<file path="config.mk">
export PLATFORM = sky130hd
export DESIGN_NAME = bmem_line_arbiter
export DESIGN_NICKNAME = d
export VERILOG_FILES = /design/src/rtl/bmem_line_arbiter.sv
export SDC_FILE = /design/constraint.sdc
export NUM_CORES = 2
export LEC_CHECK = 0
export CELL_PAD_IN_SITES_DETAIL_PLACEMENT = 0
export CELL_PAD_IN_SITES_GLOBAL_PLACEMENT = 1
export CORE_AREA = 2 2 384 386
export CTS_BUF_LIST = sky130_fd_sc_hd__clkbuf_8
export CTS_CLUSTER_SIZE = 24
export DETAILED_ROUTE_END_ITERATION = 10
export DIE_AREA = 0 0 386 388
export GPL_TIMING_DRIVEN = 0
export HOLD_SLACK_MARGIN = 0.02
export PLACE_DENSITY = 0.56
export SYNTH_ARGS = -nofsm -noshare
export SYNTH_HDL_FRONTEND = slang
export SYNTH_SLANG_ARGS = --single-unit
export TNS_END_PERCENT = 100
</file>
<file path="constraint.sdc">
create_clock -name clk -period 3.8 [get_ports clk]
set_input_delay 0.76 -clock clk [delete_from_list [all_inputs] [get_ports clk]]
set_output_delay 0.76 -clock clk [all_outputs]
set_load 0.02 [all_outputs]
</file>
<file path="src/rtl/bmem_line_arbiter.sv">
// Arbitrates I/D cache line misses onto a 4-beat burst memory port; read latency 7 cycles with back-to-back beats.
// No backpressure on the caches: requests are levels held until the one-cycle resp; bmem beats are waited for.
module bmem_line_arbiter #(
  parameter int ADDR_W = 32,
  parameter int BEAT_W = 64,
  parameter int BEATS  = 4
) (
  input  logic                    clk,
  input  logic                    rst,
  input  logic [ADDR_W-1:0]       i_addr,
  input  logic                    i_read,
  output logic [BEAT_W*BEATS-1:0] i_rdata,
  output logic                    i_resp,
  input  logic [ADDR_W-1:0]       d_addr,
  input  logic                    d_read,
  input  logic                    d_write,
  input  logic [BEAT_W*BEATS-1:0] d_wdata,
  output logic [BEAT_W*BEATS-1:0] d_rdata,
  output logic                    d_resp,
  output logic [ADDR_W-1:0]       bmem_address,
  output logic                    bmem_read,
  output logic                    bmem_write,
  output logic [BEAT_W-1:0]       bmem_wdata,
  input  logic [BEAT_W-1:0]       bmem_rdata,
  input  logic                    bmem_resp
);

  localparam int LINE_W = BEAT_W * BEATS;
  localparam int OFF_W  = $clog2(LINE_W / 8);
  localparam int CNT_W  = (BEATS > 1) ? $clog2(BEATS) : 1;
  localparam logic [CNT_W-1:0] CNT_LAST = CNT_W'(BEATS - 1);
  localparam logic [CNT_W-1:0] CNT_ONE  = CNT_W'(1);

  typedef enum logic [2:0] {IDLE, RD_REQ, RD_BEAT, WR_BEAT, WR_WAIT, DONE} state_t;

  state_t              state_q, state_d;
  logic [CNT_W-1:0]    cnt_q, cnt_d;
  logic                last_grant_q, last_grant_d;  // 1 = D-cache
  logic                owner_q, owner_d;            // 1 = D-cache
  logic [LINE_W-1:0]   line_q, line_d;              // read assembly or write holding buffer
  logic [LINE_W-1:0]   i_rdata_q, i_rdata_d;
  logic [LINE_W-1:0]   d_rdata_q, d_rdata_d;
  logic                i_resp_q, i_resp_d;
  logic                d_resp_q, d_resp_d;
  logic [ADDR_W-1:0]   bmem_address_q, bmem_address_d;
  logic                bmem_read_q, bmem_read_d;
  logic                bmem_write_q, bmem_write_d;
  logic [BEAT_W-1:0]   bmem_wdata_q, bmem_wdata_d;

  logic                i_pend, d_pend, grant_d_side;
  logic [ADDR_W-1:0]   grant_addr;
  logic                unused_addr_bits;

  assign i_pend = i_read;
  assign d_pend = d_read | d_write;
  // On a tie the side that did not win last time goes first.
  assign grant_d_side = d_pend && !(i_pend && last_grant_q);
  assign grant_addr = grant_d_side ? {d_addr[ADDR_W-1:OFF_W], {OFF_W{1'b0}}}
                                   : {i_addr[ADDR_W-1:OFF_W], {OFF_W{1'b0}}};
  assign unused_addr_bits = ^{i_addr[OFF_W-1:0], d_addr[OFF_W-1:0]};

  always_comb begin
    state_d        = state_q;
    cnt_d          = cnt_q;
    last_grant_d   = last_grant_q;
    owner_d        = owner_q;
    line_d         = line_q;
    i_rdata_d      = i_rdata_q;
    d_rdata_d      = d_rdata_q;
    bmem_address_d = bmem_address_q;
    i_resp_d       = 1'b0;
    d_resp_d       = 1'b0;
    bmem_read_d    = 1'b0;
    bmem_write_d   = 1'b0;
    bmem_wdata_d   = '0;
    case (state_q)
      IDLE: begin
        if (i_pend || d_pend) begin
          owner_d        = grant_d_side;
          last_grant_d   = grant_d_side;
          bmem_address_d = grant_addr;
          cnt_d          = '0;
          if (grant_d_side && d_write) begin
            state_d      = WR_BEAT;
            line_d       = d_wdata;
            bmem_write_d = 1'b1;
            bmem_wdata_d = d_wdata[BEAT_W-1:0];
          end else begin
            state_d     = RD_REQ;
            bmem_read_d = 1'b1;
          end
        end
      end
      RD_REQ: state_d = RD_BEAT;
      RD_BEAT: begin
        if (bmem_resp) begin
          line_d[cnt_q*BEAT_W +: BEAT_W] = bmem_rdata;
          if (cnt_q == CNT_LAST) begin
            cnt_d   = '0;
            state_d = DONE;
            if (owner_q) begin
              d_rdata_d = line_d;
              d_resp_d  = 1'b1;
            end else begin
              i_rdata_d = line_d;
              i_resp_d  = 1'b1;
            end
          end else begin
            cnt_d = cnt_q + CNT_ONE;
          end
        end
      end
      WR_BEAT: begin
        if (cnt_q == CNT_LAST) begin
          cnt_d   = '0;
          state_d = WR_WAIT;
        end else begin
          cnt_d        = cnt_q + CNT_ONE;
          bmem_write_d = 1'b1;
          bmem_wdata_d = line_q[cnt_d*BEAT_W +: BEAT_W];
        end
      end
      WR_WAIT: begin
        if (bmem_resp) begin
          state_d  = DONE;
          d_resp_d = 1'b1;
        end
      end
      DONE:    state_d = IDLE;
      default: state_d = IDLE;
    endcase
  end

  always_ff @(posedge clk) begin
    if (!rst) begin
      state_q        <= IDLE;
      cnt_q          <= '0;
      last_grant_q   <= 1'b1;
      owner_q        <= 1'b0;
      line_q         <= '0;
      i_rdata_q      <= '0;
      d_rdata_q      <= '0;
      i_resp_q       <= 1'b0;
      d_resp_q       <= 1'b0;
      bmem_address_q <= '0;
      bmem_read_q    <= 1'b0;
      bmem_write_q   <= 1'b0;
      bmem_wdata_q   <= '0;
    end else begin
      state_q        <= state_d;
      cnt_q          <= cnt_d;
      last_grant_q   <= last_grant_d;
      owner_q        <= owner_d;
      line_q         <= line_d;
      i_rdata_q      <= i_rdata_d;
      d_rdata_q      <= d_rdata_d;
      i_resp_q       <= i_resp_d;
      d_resp_q       <= d_resp_d;
      bmem_address_q <= bmem_address_d;
      bmem_read_q    <= bmem_read_d;
      bmem_write_q   <= bmem_write_d;
      bmem_wdata_q   <= bmem_wdata_d;
    end
  end

  assign i_rdata      = i_rdata_q;
  assign i_resp       = i_resp_q;
  assign d_rdata      = d_rdata_q;
  assign d_resp       = d_resp_q;
  assign bmem_address = bmem_address_q;
  assign bmem_read    = bmem_read_q;
  assign bmem_write   = bmem_write_q;
  assign bmem_wdata   = bmem_wdata_q;

endmodule

</file>
Yosys cells after proc, flatten, opt, wreduce, memory -nomap -nowiden
Cells that the tools add are included.
Word-level totals
  bits in registers: 875
  latch bits: 0
  RAM bits: 0
  ROM bits: 0
  output and inout bits: 612
  word-level logic and storage cells: 79
  memories: 0
Operators by class
  add/sub/neg operators: 2
  $mul: 0
  divide/modulo/power cells: 0
  order comparisons: 0
  equality and inequality tests: 11
  shift-type cells: 3
  multiplexer cells: 32
  bitwise operators: 2
  reduce and logical (&&, ||, !) cells: 16
Operators with widths (count)
  two-way mux 256 bit: 3
  one-hot mux 256 bit (2 select lines): 1
  bitwise mux 256 bit: 1
  variable shift 64 x 34 -> 256 bit, first input constant: 1
  indexed part select 256 x 9 -> 64 bit: 1
  indexed part select 64 x 34 -> 256 bit: 1
  two-way mux 64 bit: 3
  one-hot mux 64 bit (2 select lines): 1
  negator 8 -> 34 bit: 1
  two-way mux 32 bit: 1
  AND reduction 4 bit: 4
  two-way mux 3 bit: 5
  one-hot mux 3 bit (5 select lines): 1
  inequality test 2 bit, second input constant: 6
  two-way mux 1 bit: 9
  two-way mux 2 bit: 4
  equality test 3 x 2 -> 1 bit, second input constant: 2
  one-hot mux 2 bit (3 select lines): 1
  AND reduction 3 bit: 2
  AND reduction 5 bit: 1
  one-hot mux 1 bit (2 select lines): 2
  equality test 3 x 1 -> 1 bit, second input constant: 1
  equality test 3 bit, second input constant: 1
  logical AND 1 bit: 3
  other kinds (10): 10

Longest topological paths before layout
  depth in word-level cells: 7
  gate-level depth with buffers: 10
  mapped depth without buffers: 6

Least setup slack after synthesis
OpenSTA, ideal clock, no wires.
  kind: register to register
  start: register cnt_q[0]
  end: register line_q[100]
  arrival: 2.280 ns
  slack: 1.402 ns
  stages on the path, launching flop included: 11
  path buffers: 4
  path through: dfxtp_1 -> buf_2 -> inv_1 -> clkbuf_1 -> ha_1 -> and4b_1 -> buf_2 -> buf_1 -> a21oi_1 -> nand2_1 -> a32o_1
On the way
  cells in the longest elaborated chain, start to end: 5
RTL lines
  start, declared: RTL line 37  | logic [CNT_W-1:0] cnt_q, cnt_d;
  start signal, assigned: RTL line 151  | cnt_q <= cnt_d;
  negator 8 -> 34 bit *: RTL line 97  | line_d[cnt_q*BEAT_W +: BEAT_W] = bmem_rdata;
  indexed part select 64 x 34 -> 256 bit / variable shift 64 x 34 -> 256 bit (equally long branches): RTL line 97
  bitwise mux 256 bit *: RTL line 97
  two-way mux 256 bit *: RTL line 96  | if (bmem_resp) begin
  one-hot mux 256 bit (2 select lines) *: RTL line 76  | case (state_q)
  end signal, assigned: RTL line 154  | line_q <= line_d;
  end, declared: RTL line 40  | logic [LINE_W-1:0] line_q, line_d;
Mark *: on every way between the ends. The rest lies on a longest branch, timed or not. The select of a mux whose other input is x is not followed.
A chain may end at the register's enable or synchronous reset.

Worst setup path in the final report
  start: register cnt_q[0]
  end: register line_q[120]
The elaborated chain is that of the path after synthesis.

==> flow_summary.toml <==
[run_status]
status = "finished, final reports clean"

[worst_setup_path]
crit_buf_inv = 4
path_class = "flop to flop"
reg2regPathDepth = 9
cp_cell_sequence = "buf_2 -> inv_1 -> ha_1 -> and4b_1 -> buf_2 -> buf_1 -> a21oi_2 -> nand2_1 -> a32o_1"
start_kind = "flop"
cp-end-kind = "flop"
crit_top_cell = "buf_2"
worstPathArrival_ns = 4.51
worst-r2r-setup-slack_ns = 0.15
crit_fanout = 14
r2r-end = "line_q[120]"
critPathTopFamily = "buffers and inverters"
cp_slowest_cell = "buf_1"
max_stage_delay_ns = 0.68
cp_data_required_time_ns = 4.66
r2r-start = "cnt_q[0]"

[power_and_ir_drop]
p_sw_share_pct = 32.7
p_int_uw = 16400
combPwrFrac_pct = 19.6
seqPwrFrac_pct = 40.9
power_density_nw_per_um2 = 462
p_sw_uw = 7990
ir_drop_mv = 0.259
leakagePower_uw = 0.0178
power_frac_clock_pct = 39.5

[finish]
final_cells = 7086
layout-drive-gt1-share_pct = 18.2
multi_input_area_um2 = 17500
nets = 5408
area_growth_pct = 42.5
ff_latch_area_um2 = 17400
fillers = 15100

[floorplanning]
initial_utilization_pct = 25.5
io_pins = 1002
rows = 140
die_area_um2 = 150000
die_height_um = 388
chipWidth_um = 386
core_area_um2 = 145000

[yosys]
synth_commonest_cells = "dfxtp_1 (870), nor2_1 (550), nand2_1 (390)"
syn_inst = 3855
ys_seq_area_share_pct = 47.0
netlist_area_um2 = 37100
synth_area_leaders = "dfxtp_1 (47%), a211oi_2 (6.8%), a211oi_1 (6.8%), nor2_1 (5.6%), a32o_1 (5.2%)"
async_flop_share_pct = 0
synth_top_cell_by_area = "dfxtp_1"
synth_top_area_share_pct = 47.0
synthDistinctLibCells = 51
yosys_warnings = 0
ys.flop_type = "dfxtp_1"
synth_edf_count = 0
syn_avg_cell_area_um2 = 9.62
ys_seq_elements = 870
synth.most_common_cell = "dfxtp_1"

[sta]
finalHoldViolations = 0
fin_ws_ns = 0.154
period_needed_ns = 3.65
maxSlewViolCount = 0
setup_viol = 0
fin_crit_sh_pct = 95.9
clock_skew_ns = 0.0522
tightest_slew_ns = 1.34
fmax_mhz = 274
slew_headroom_pct = 10.2
rsz0062_at_grt = "true"

[place]
gp_congestion = 0.909
dpl.hpwl_um = 179000
place_ws_ns = -0.114
port_buffers = 985
dpl.cell_count = 6762

[routing]
drt_iter0_markers = 3003
drc = 0
firstDrtPassIters = 6
wl_per_cell_um = 32.4
routed_wl_um = 230000
vias_per_cell = 5.20
ant_nets = 0
num_vias = 36800

[job]
cap_violations = 0

[clock_tree]
clock_latency_ns = 0.95
htreeDepth = 4
cts_sinks = 870
root_buffer = "clkbuf_8"
clk_pin_slew_ns = 0.06
clockBufferDepth = 3
cts_tree = "built"
holdBufCountCts = 0
numCtsBuffers = 166

[global_route]
grt_max_degree = 17
first_global_vias = 36500
grt_overflow = 0
antenna_found_initial = 43
grt_pass1_wl_um = 308000
grt_usage_pct = 29.7

[worst_hold_path]
min-delay-start = "rst"
hold_depth = 2
min_path_type = "input port to flop"
hold_end = "last_grant_q"
layout make-up:
class | count | share of cell area, %
diodes | 29 | 0.137
plain buffers | 392 | 4.08
clock buffers | 213 | 5.55
clock inverters | 83 | 0.824
inverters | 5 | 0.0355
multi-input cells | 2591 | 33.2
flip-flops and latches | 870 | 33.0
well taps | 1917 | 4.54
repair buffers | 986 | 18.7
cells in the final DEF (no fill, tap or decap), types with 192 or more instances in the layout:
master           synthesis  layout
clkdlybuf4s50_1          0     985
dfxtp_1                870     870
nor2_1                 550     550
nand2_1                390     390
a211oi_1               336     336
a21oi_1                259     251
clkbuf_8                 0     213
a211oi_2               203     203
a32o_1                 193     193
nor2b_1                192     192
registers in the layout, indices dropped and copies added, names as in the netlist:
name	cells
d_rdata	256
i_resp	1
i_rdata	256
bmem_wdata	64
owner_q	1
bmem_address	27
bmem_read	1
bmem_write	1
state_q	3
d_resp	1
last_grant_q	1
cnt_q	2
line_q	256
routing by layer:
layer	routed length, um	global-route usage [%]	vias to the layer above	share of wire (%)
met2	108000	48.3	1599	47
met1	94200	36.9	18500	41
met4	8700	11.8	8	3.8
met5	44	0	-	0.019
li1	-	-	16400	-
met3	18700	8.07	301	8.1
worst max path at each step:
stage	startpoint	to	depth (start not counted)
after floorplan	cnt_q[0]	line_q[100]	10
after global placement	cnt_q[0]	line_q[62]	9
after detailed placement	bmem_resp	i_rdata[202]	7
after CTS	cnt_q[0]	line_q[120]	10
after global routing	cnt_q[0]	i_rdata[126]	8
final	cnt_q[0]	line_q[120]	9
per-stage QoR:
step	hold slack, ns	util (%)	TNS [ns]	power, uW	cell area [um2]
final	0.261	36.4	0	24400	52900
after global routing	0.188	36.4	-0.00149	25300	52800
after CTS	0.158	36.3	-0.147	24500	52800
after detailed placement	0.466	34.0	-3.31	14900	49400
after global placement	0.462	34.0	-71.63	14900	49400
after floorplan	0.442	-	0	12600	37100
timing repair:
item                                    CTS  global route
cloned                                    0             0
setup buffers                             0             0
endpoints found under the setup margin   19           145
gates resized for setup                   2             8
worst reg2reg max path: stages, from the launching register on:
cell and delay, ns:
dfxtp_1 0.43, buf_2 0.20, inv_1 0.29, ha_1 0.50
and4b_1 0.20, buf_2 0.62, buf_1 0.70, a21oi_2 0.32
nand2_1 0.15, a32o_1 0.17
logic make-up after synthesis:
group | Yosys count | synth area share [%]
flip-flops | 870 | 47.0
other | 1 | 0.0101
AO/OA/AOI/OAI | 1131 | 25.6
XOR/XNOR | 1 | 0.0236
buffers and inverters | 398 | 5.84
AND/OR/NAND/NOR | 1356 | 16.7
multiplexers | 92 | 4.64
adder cells (fa/ha/maj) | 6 | 0.202
power groups by stage:
| stage | clock network [uW] | logic (uW) | registers [uW] |
|---|---|---|---|
| floorplan | 0 | 2470 | 10100 |
| global placement | 0 | 4720 | 10200 |
| detailed placement | 0 | 4750 | 10200 |
| CTS | 9780 | 4760 | 9970 |
| global route | 10200 | 5040 | 10000 |
| finish | 9650 | 4790 | 9980 |
Power figures use the tool's default switching activity.
